`src/rtl/data_stack_unit.sv`:
```
// Operand stack: one PUSH/POP/REPLACE per cycle, top and next-to-top held in registers for the ALU.
// Latency 1: every command is reflected on the outputs the cycle after it is sampled.
// No backpressure: a command is accepted every cycle; illegal ones are dropped and flagged via sticky errors.
module data_stack_unit #(
    parameter int DATA_WIDTH = 8,
    parameter int ADDR_WIDTH = 12,
    parameter int ULA_WIDTH  = 24,
    parameter int DEPTH_LOG2 = 5
) (
    input  logic                  clk,
    input  logic                  reset,
    input  logic [1:0]            CMD,
    input  logic [1:0]            SEL_SRC,
    input  logic [ULA_WIDTH-1:0]  ULA_IN,
    input  logic [DATA_WIDTH-1:0] MEM_EXT_IN,
    input  logic [DATA_WIDTH-1:0] ARG_IN,
    input  logic                  CLR_ERR,
    output logic [DATA_WIDTH-1:0] STACK_OUT,
    output logic [DATA_WIDTH-1:0] NEXT_OUT,
    output logic [ADDR_WIDTH-1:0] TOS_OUT,
    output logic                  FULL,
    output logic                  EMPTY,
    output logic                  ERR_OVERFLOW,
    output logic                  ERR_UNDERFLOW
);

    localparam int DEPTH = 1 << DEPTH_LOG2;
    localparam logic [DEPTH_LOG2:0] CNT_FULL = (DEPTH_LOG2 + 1)'(DEPTH);
    localparam logic [DEPTH_LOG2:0] CNT_ONE  = (DEPTH_LOG2 + 1)'(1);
    localparam logic [DEPTH_LOG2:0] CNT_TWO  = (DEPTH_LOG2 + 1)'(2);
    localparam logic [DEPTH_LOG2:0] CNT_TRI  = (DEPTH_LOG2 + 1)'(3);

    typedef enum logic [1:0] {
        CMD_NOP     = 2'b00,
        CMD_PUSH    = 2'b01,
        CMD_POP     = 2'b10,
        CMD_REPLACE = 2'b11
    } cmd_e;

    typedef enum logic [1:0] {
        SRC_ULA  = 2'b00,
        SRC_MEM  = 2'b01,
        SRC_ARG  = 2'b10,
        SRC_DUP  = 2'b11
    } src_e;

    // Full backing store: mem[cnt-1] mirrors top, mem[cnt-2] mirrors next.
    logic [DATA_WIDTH-1:0] mem [DEPTH];

    logic [DEPTH_LOG2:0]   cnt_q, cnt_nxt;
    logic [DATA_WIDTH-1:0] top_q, top_nxt;
    logic [DATA_WIDTH-1:0] nxt_q, nxt_nxt;
    logic                  ovf_q, ovf_nxt;
    logic                  unf_q, unf_nxt;

    cmd_e                  cmd;
    src_e                  src;
    logic [DATA_WIDTH-1:0] wr_dat;
    logic                  is_full, is_empty;
    logic                  do_push, do_pop, do_repl;
    logic                  ovf_evt, unf_evt;
    logic [DEPTH_LOG2:0]   cnt_m1, cnt_m3;
    logic                  mem_we;
    logic [DEPTH_LOG2-1:0] mem_waddr;

    assign cmd = cmd_e'(CMD);
    assign src = src_e'(SEL_SRC);

    generate
        if (ULA_WIDTH > DATA_WIDTH) begin : g_ula_hi
            logic unused_ula_hi;
            assign unused_ula_hi = ^ULA_IN[ULA_WIDTH-1:DATA_WIDTH];
        end
    endgenerate

    always_comb begin
        wr_dat = '0;
        case (src)
            SRC_ULA: wr_dat = ULA_IN[DATA_WIDTH-1:0];
            SRC_MEM: wr_dat = MEM_EXT_IN;
            SRC_ARG: wr_dat = ARG_IN;
            SRC_DUP: wr_dat = top_q;
            default: wr_dat = '0;
        endcase
    end

    assign is_full  = (cnt_q == CNT_FULL);
    assign is_empty = (cnt_q == '0);
    assign cnt_m1   = cnt_q - CNT_ONE;
    assign cnt_m3   = cnt_q - CNT_TRI;

    assign do_push  = (cmd == CMD_PUSH) && !is_full;
    assign do_pop   = (cmd == CMD_POP) && !is_empty;
    assign do_repl  = (cmd == CMD_REPLACE) && !is_empty;
    assign ovf_evt  = (cmd == CMD_PUSH) && is_full;
    assign unf_evt  = ((cmd == CMD_POP) || (cmd == CMD_REPLACE)) && is_empty;

    always_comb begin
        cnt_nxt = cnt_q;
        top_nxt = top_q;
        nxt_nxt = nxt_q;
        if (do_push) begin
            cnt_nxt = cnt_q + CNT_ONE;
            top_nxt = wr_dat;
            nxt_nxt = top_q;
        end else if (do_pop) begin
            cnt_nxt = cnt_m1;
            top_nxt = nxt_q;
            // Refill next from the store; the entry below next lives at cnt-3.
            nxt_nxt = (cnt_q >= CNT_TRI) ? mem[cnt_m3[DEPTH_LOG2-1:0]] : '0;
        end else if (do_repl) begin
            top_nxt = wr_dat;
        end
    end

    // A fresh error in the same cycle as CLR_ERR takes priority over the clear.
    assign ovf_nxt = ovf_evt | (ovf_q & ~CLR_ERR);
    assign unf_nxt = unf_evt | (unf_q & ~CLR_ERR);

    assign mem_we    = do_push | do_repl;
    assign mem_waddr = do_push ? cnt_q[DEPTH_LOG2-1:0] : cnt_m1[DEPTH_LOG2-1:0];

    always_ff @(posedge clk or negedge reset) begin
        if (!reset) begin
            cnt_q <= '0;
            top_q <= '0;
            nxt_q <= '0;
            ovf_q <= 1'b0;
            unf_q <= 1'b0;
        end else begin
            cnt_q <= cnt_nxt;
            top_q <= top_nxt;
            nxt_q <= nxt_nxt;
            ovf_q <= ovf_nxt;
            unf_q <= unf_nxt;
        end
    end

    // Storage is deliberately left out of reset; count gates every read.
    always_ff @(posedge clk) begin
        if (mem_we && reset) begin
            mem[mem_waddr] <= wr_dat;
        end
    end

    assign STACK_OUT     = top_q;
    assign NEXT_OUT      = nxt_q;
    assign TOS_OUT       = ADDR_WIDTH'(cnt_q);
    assign FULL          = is_full;
    assign EMPTY         = is_empty;
    assign ERR_OVERFLOW  = ovf_q;
    assign ERR_UNDERFLOW = unf_q;

    // CNT_TWO documents the threshold below which NEXT_OUT reads as zero.
    logic unused_cnt_two;
    assign unused_cnt_two = ^CNT_TWO;

endmodule

```
`config.mk`:
```
export PLATFORM = sky130hd
export DESIGN_NAME = data_stack_unit
export DESIGN_NICKNAME = d
export VERILOG_FILES = /design/src/rtl/data_stack_unit.sv
export SDC_FILE = /design/constraint.sdc
export NUM_CORES = 1
export LEC_CHECK = 0
export BUFFER_PORTS_ARGS = -buffer_cell sky130_fd_sc_hd__buf_4
export CAP_MARGIN = 20
export CORE_UTILIZATION = 55
export DETAILED_ROUTE_END_ITERATION = 7
export MAX_ROUTING_LAYER = met4
export PLACE_DENSITY = 0.74
export SLEW_MARGIN = 20
export SYNTH_ARGS = -nofsm -noshare
export SYNTH_HDL_FRONTEND = slang
export SYNTH_SLANG_ARGS = --single-unit
```
`constraint.sdc`:
```
create_clock -name clk -period 6.4 [get_ports clk]
set_input_delay 0.32 -clock clk [delete_from_list [all_inputs] [get_ports clk]]
set_output_delay 0.32 -clock clk [all_outputs]
set_load 0.01 [all_outputs]
```
After elaboration in Yosys (flattened, before gate mapping)
Memory sizes are Yosys's and may differ from the RTL's.
Index checks and enable logic that the tools add are counted.
- add/subtract/negate cells: 3
- magnitude comparators: 1
- eq/ne operators: 7
- mux-type cells: 12
- bitwise gates (word level): 6
- reductions and logical operators: 13
- operators by type and width (operator ; count):
    $mux W8 ; 6
    $pmux W8 S4 ; 1
    $mux W6 ; 2
    $eq A2 B2 Y1 const B ; 4
    $add A6 B1 Y6 const B ; 1
    $eq A6 B6 Y1 const B ; 1
    $ge A6 B2 Y1 const B ; 1
    $logic_and A1 B1 Y1 ; 6
    $logic_not A6 Y1 ; 1
    $sub A6 B1 Y6 const B ; 1
    $mux W5 ; 1
    $sub A5 B2 Y5 const B ; 1
    $eq A2 B1 Y1 const B ; 2
    $or A1 B1 Y1 ; 3
    $reduce_bool A3 Y1 ; 1
    $and A1 B1 Y1 ; 2
    $logic_not A1 Y1 ; 2
    $logic_not A2 Y1 ; 1
    $mux W1 ; 2
    $reduce_bool A2 Y1 ; 1
    $logic_or A1 B1 Y1 ; 1
    $not A1 Y1 ; 1
- register bits after elaboration: 24
- bits in writable memories: 256
- input port bits: 47
- output and inout port bits: 32
- word-level logic and storage cells: 48
- memories kept: 1
- memories (memory ; depth ; bits a word ; rd ports ; clocked after Yosys merged registers in ; write ports ; RTL line ; source):
    mem ; 32 ; 8 ; 1 ; 0 ; 1 ; 48 ; logic [DATA_WIDTH-1:0] mem [DEPTH];

Longest topological paths before layout
- word-level depth: 7
- mapped depth: 13
- mapped depth without buffers: 8

Worst setup path after synthesis
OpenSTA, ideal clock, no wires.
- kind: register to register
- start: register cnt_q[0]
- end: memory mem[15][0] (enable)
- library setup time: 370 ps
- arrival: 3279 ps
- required time: 6030 ps
- path slack: 2750 ps
- cell stages (with the launch flop): 13
- buffers on the path: 4
- clock period less this slack: 3650 ps
- path through: dfrtp_1 clkbuf_1 buf_4 buf_2 inv_1 ha_1 nor4b_2 a21o_1 buf_4 ha_1 a2111oi_0 a21bo_2 nor2_1
- word-level cells in the longest chain between the ends: 7
- elaborated cells between the ends (all ways): 12
- those cells by class: add/sub (1); eq/ne (1); mux (3); bitwise (1); reduce/logical (6)
- ends and longest elaborated chain (what ; RTL line ; source):
    start, declared ; 50 ; logic [DEPTH_LOG2:0] cnt_q, cnt_nxt;
    start signal, assigned ; 131 ; cnt_q <= cnt_nxt;
    $eq A6 B6 Y1 / $logic_not A6 Y1 (equally long branches) ; 87, 88 ;
    $logic_not A1 Y1, on equally long branches ; 92, 94 ;
    $logic_and A1 B1 Y1, on equally long branches ; 92, 94 ;
    $or A1 B1 Y1 ; 120 ; assign mem_we = do_push | do_repl;
    $logic_and A1 B1 Y1 ; 141 ; if (mem_we && reset) begin
    $mux W1 ; 141 ;
    $mux W1 (implied by the code) ; 142 ; mem[mem_waddr] <= wr_dat;
    end, declared ; 48 ;
Several ways; a longest one is shown, not always the timed one.

Worst setup path after layout
- start: register cnt_q[0]
- end: memory mem[4][3] (enable)
The elaborated chain is that of the path after synthesis.

==> reports/results.ini <==
[sta]
period_share = 0.680
finalHoldViolations = 0
fin_skew_ns = 0.0112
timing.final.ws_setup_ns = 2.05
rsz0062_at_grt = no
fin_tns_setup_ns = 0
relSlewSlack = 0.310
min_period_ns = 4.35
drv_slew = 0
max_freq_mhz = 230
tightest_slew_ns = 1.04
finalSetupViolCount = 0

[place]
place.gp.congestion = 0.911
dp_slack_ns = 1.77
place_area_mm2 = 0.0124
port_buffers = 56
hpwl_um = 15300

[synth]
async_flop_share = 0.0857
synth-edff-count = 256
yosys_warnings = 0
synthCells = 623
yosysUniqueCellTypes = 53
ys_ff_latch = 280
seq_area_frac_synth = 0.706
yosys_most_used_dff = edfxtp_1
syn-cell-area_mm2 = 0.0117
syn_avg_cell_area_um2 = 18.8

[die]
die-area_mm2 = 0.0219
die_w_um = 148
num_rows = 53
start_util = 0.560
pin_count = 79
core-area_mm2 = 0.0210
die_y_um = 148

[clock_network]
clk_path_buf_depth = 3
cts_tree = done
clk_pin_slew_worst_paths_ns = 0.06
postCtsSetupRepairBufs = 0
clock-sinks = 280
clk-insertion-delay-late_ns = 0.52
ctsHoldBuffers = 2
htree_levels = 1
ctsResizeCount = 0
root_buffer = clkbuf_16
cts_made_buffers = 27

[route]
dr_total_vias = 5981
topRoutingLayerUsed = met4
met3_length_um = 1410
wl_met1_um = 10100
routed-wl-met2_um = 11400
detail_route.wl_per_cell_um = 24.1
viasPerCell = 6.12
firstDrtPassIters = 5
drt_iter0_markers = 468
drt_wl_total_um = 23500
ant_nets = 0
drcViolationCount = 0

[run]
maxCapViolCount = 0

[finish]
final_cell_mix = 256 x edfxtp_1, 73 x mux4_2, 63 x buf_4, 46 x mux2i_1, 31 x nor2_1
nNetsFinal = 734
n_antenna_cell = 0
n_fill_cell = 1452
seqCellArea_mm2 = 0.00829
final_common_cell = edfxtp_1
final_area_mm2 = 0.0133
syn_to_final_growth_pct = 13.2
drive_gt1_frac = 0.272
multi_input_area_mm2 = 0.00321

[worst_setup_path]
max_stage_delay_ns = 0.89
start_kind = flip-flop
cp_slowest_cell = dfrtp_4
worst-path-buf-inv = 2
cp.arrival_ns = 4.49
cp.required_ns = 6.54
crit_chain = inv_1, ha_2, buf_4, a21o_1, nand4b_1, nor2_1
critical_path.top_delay_family = simple AND/OR/NAND/NOR gates
critical_path_class = flip-flop to flip-flop
critPathMaxFanout = 44
crit_path_end_kind = flip-flop

[power]
clock_power_share = 0.265
p_comb_frac = 0.332
seq_power_share = 0.403
switchingPower_uw = 1920
leakage_uw = 0.00451
sw_frac_of_total = 0.324
power_uw = 5940
p_per_area_mw_per_mm2 = 447
internal-power_uw = 4020
peakVddDrop_mv = 0.284

[grt]
antenna_found_initial = 0
grt_overflow = 0
grt_pass1_vias = 6159
grt_max_degree = 45
grt_pass1_wl_um = 36300
grt.total_usage = 0.230

[hold_path]
hp-class = input port to flip-flop

[status]
run_status = finished, final reports clean

-- flip-flops by register name, indices dropped and copies added (netlist names) --
signal	count
mem	256
NEXT_OUT	8
STACK_OUT	8
cnt_q	6
ERR_OVERFLOW	1
ERR_UNDERFLOW	1
-- synth_stat cells, types with 2 or more instances --
cell type	n	area share
buf_2	12	0.0051
nor2_1	31	0.0099
o22ai_1	22	0.012
o21ai_0	10	0.0043
inv_1	17	0.0054
nand2_1	16	0.0051
a31oi_1	2	0.0011
mux4_2	73	0.14
a21o_1	2	0.0013
and2_1	3	0.0016
or3_1	7	0.0037
a21oi_1	6	0.0026
clkbuf_1	14	0.0045
xnor2_1	7	0.0052
mux2i_1	46	0.039
xor2_2	2	0.0028
nor3_1	13	0.0055
ha_1	5	0.0053
nand2b_1	2	0.0011
dfrtp_1	24	0.051
nand3_1	6	0.0026
buf_4	13	0.0083
edfxtp_1	256	0.65
a32oi_1	2	0.0015
a222oi_1	2	0.0017
o2111ai_1	2	0.0015
nand3_2	2	0.0017
-- routing by layer --
layer | GRT usage | up-vias
li1 | - | 2641
met1 | 0.322 | 3073
met2 | 0.360 | 230
met3 | 0.0261 | 37
met4 | 0.0722 | 0
met5 | - | -
-- worst min-delay path, delay by kind of cell --
kind	cells	cell delay [ns]
AO/OA/AOI/OAI	1	0.07
AND/OR/NAND/NOR	1	0.05
buffers and inverters	1	0.12
-- final cells by class --
class                   count  share of cell area
flip-flops and latches    280               0.624
multi-input cells         290               0.242
clock buffers              28              0.0511
repair buffers             65              0.0371
well taps                 275              0.0259
clock inverters            21              0.0153
inverters                  18             0.00508
-- power by group through the flow --
| stage | logic, uW | registers [uW] | clock network [uW] |
|---|---|---|---|
| after floorplan | 1460 | 2330 | 0 |
| after global placement | 1910 | 2420 | 0 |
| after detailed placement | 1960 | 2430 | 0 |
| after CTS | 1970 | 2390 | 1590 |
| after global routing | 2100 | 2420 | 1660 |
| final | 1970 | 2390 | 1570 |
-- per-stage QoR --
| stage | std cells | hold WS [ns] | util |
|---|---|---|---|
| global route | 977 | 0.116 | 0.634 |
| CTS | 977 | 0.0686 | 0.634 |
| floorplan | 628 | 0.0244 | - |
| detailed placement | 926 | 0.240 | 0.591 |
| finish | 977 | 0.0848 | 0.634 |
| global placement | 926 | 0.239 | 0.590 |
-- cell families after synthesis --
family                     share of synthesized area
xor gates and xnor gates                     0.00799
buffers and inverters                         0.0246
adders and majority gates                    0.00533
DFF                                            0.706
muxes                                          0.179
other                                       0.000319
AOI/OAI and AO/OA                             0.0372
and+or+nand+nor                               0.0394
-- final timing paths --
kind | from | endpoint | slack [ns] | depth (start not counted)
worst max-delay path | cnt_q[0] | mem[4][3] | 2.05 | 6
worst min-delay path | CMD[1] | ERR_UNDERFLOW | 0.08 | 3
worst max register to register | cnt_q[0] | mem[4][3] | 2.05 | 6
worst min register to register | ERR_OVERFLOW | ERR_OVERFLOW | 0.54 | 2
max in group asynchronous | reset | cnt_q[0] | 5.86 | 2
min in group asynchronous | reset | NEXT_OUT[0] | 0.27 | 2
No activity file was read; power rests on OpenSTA's default activity.
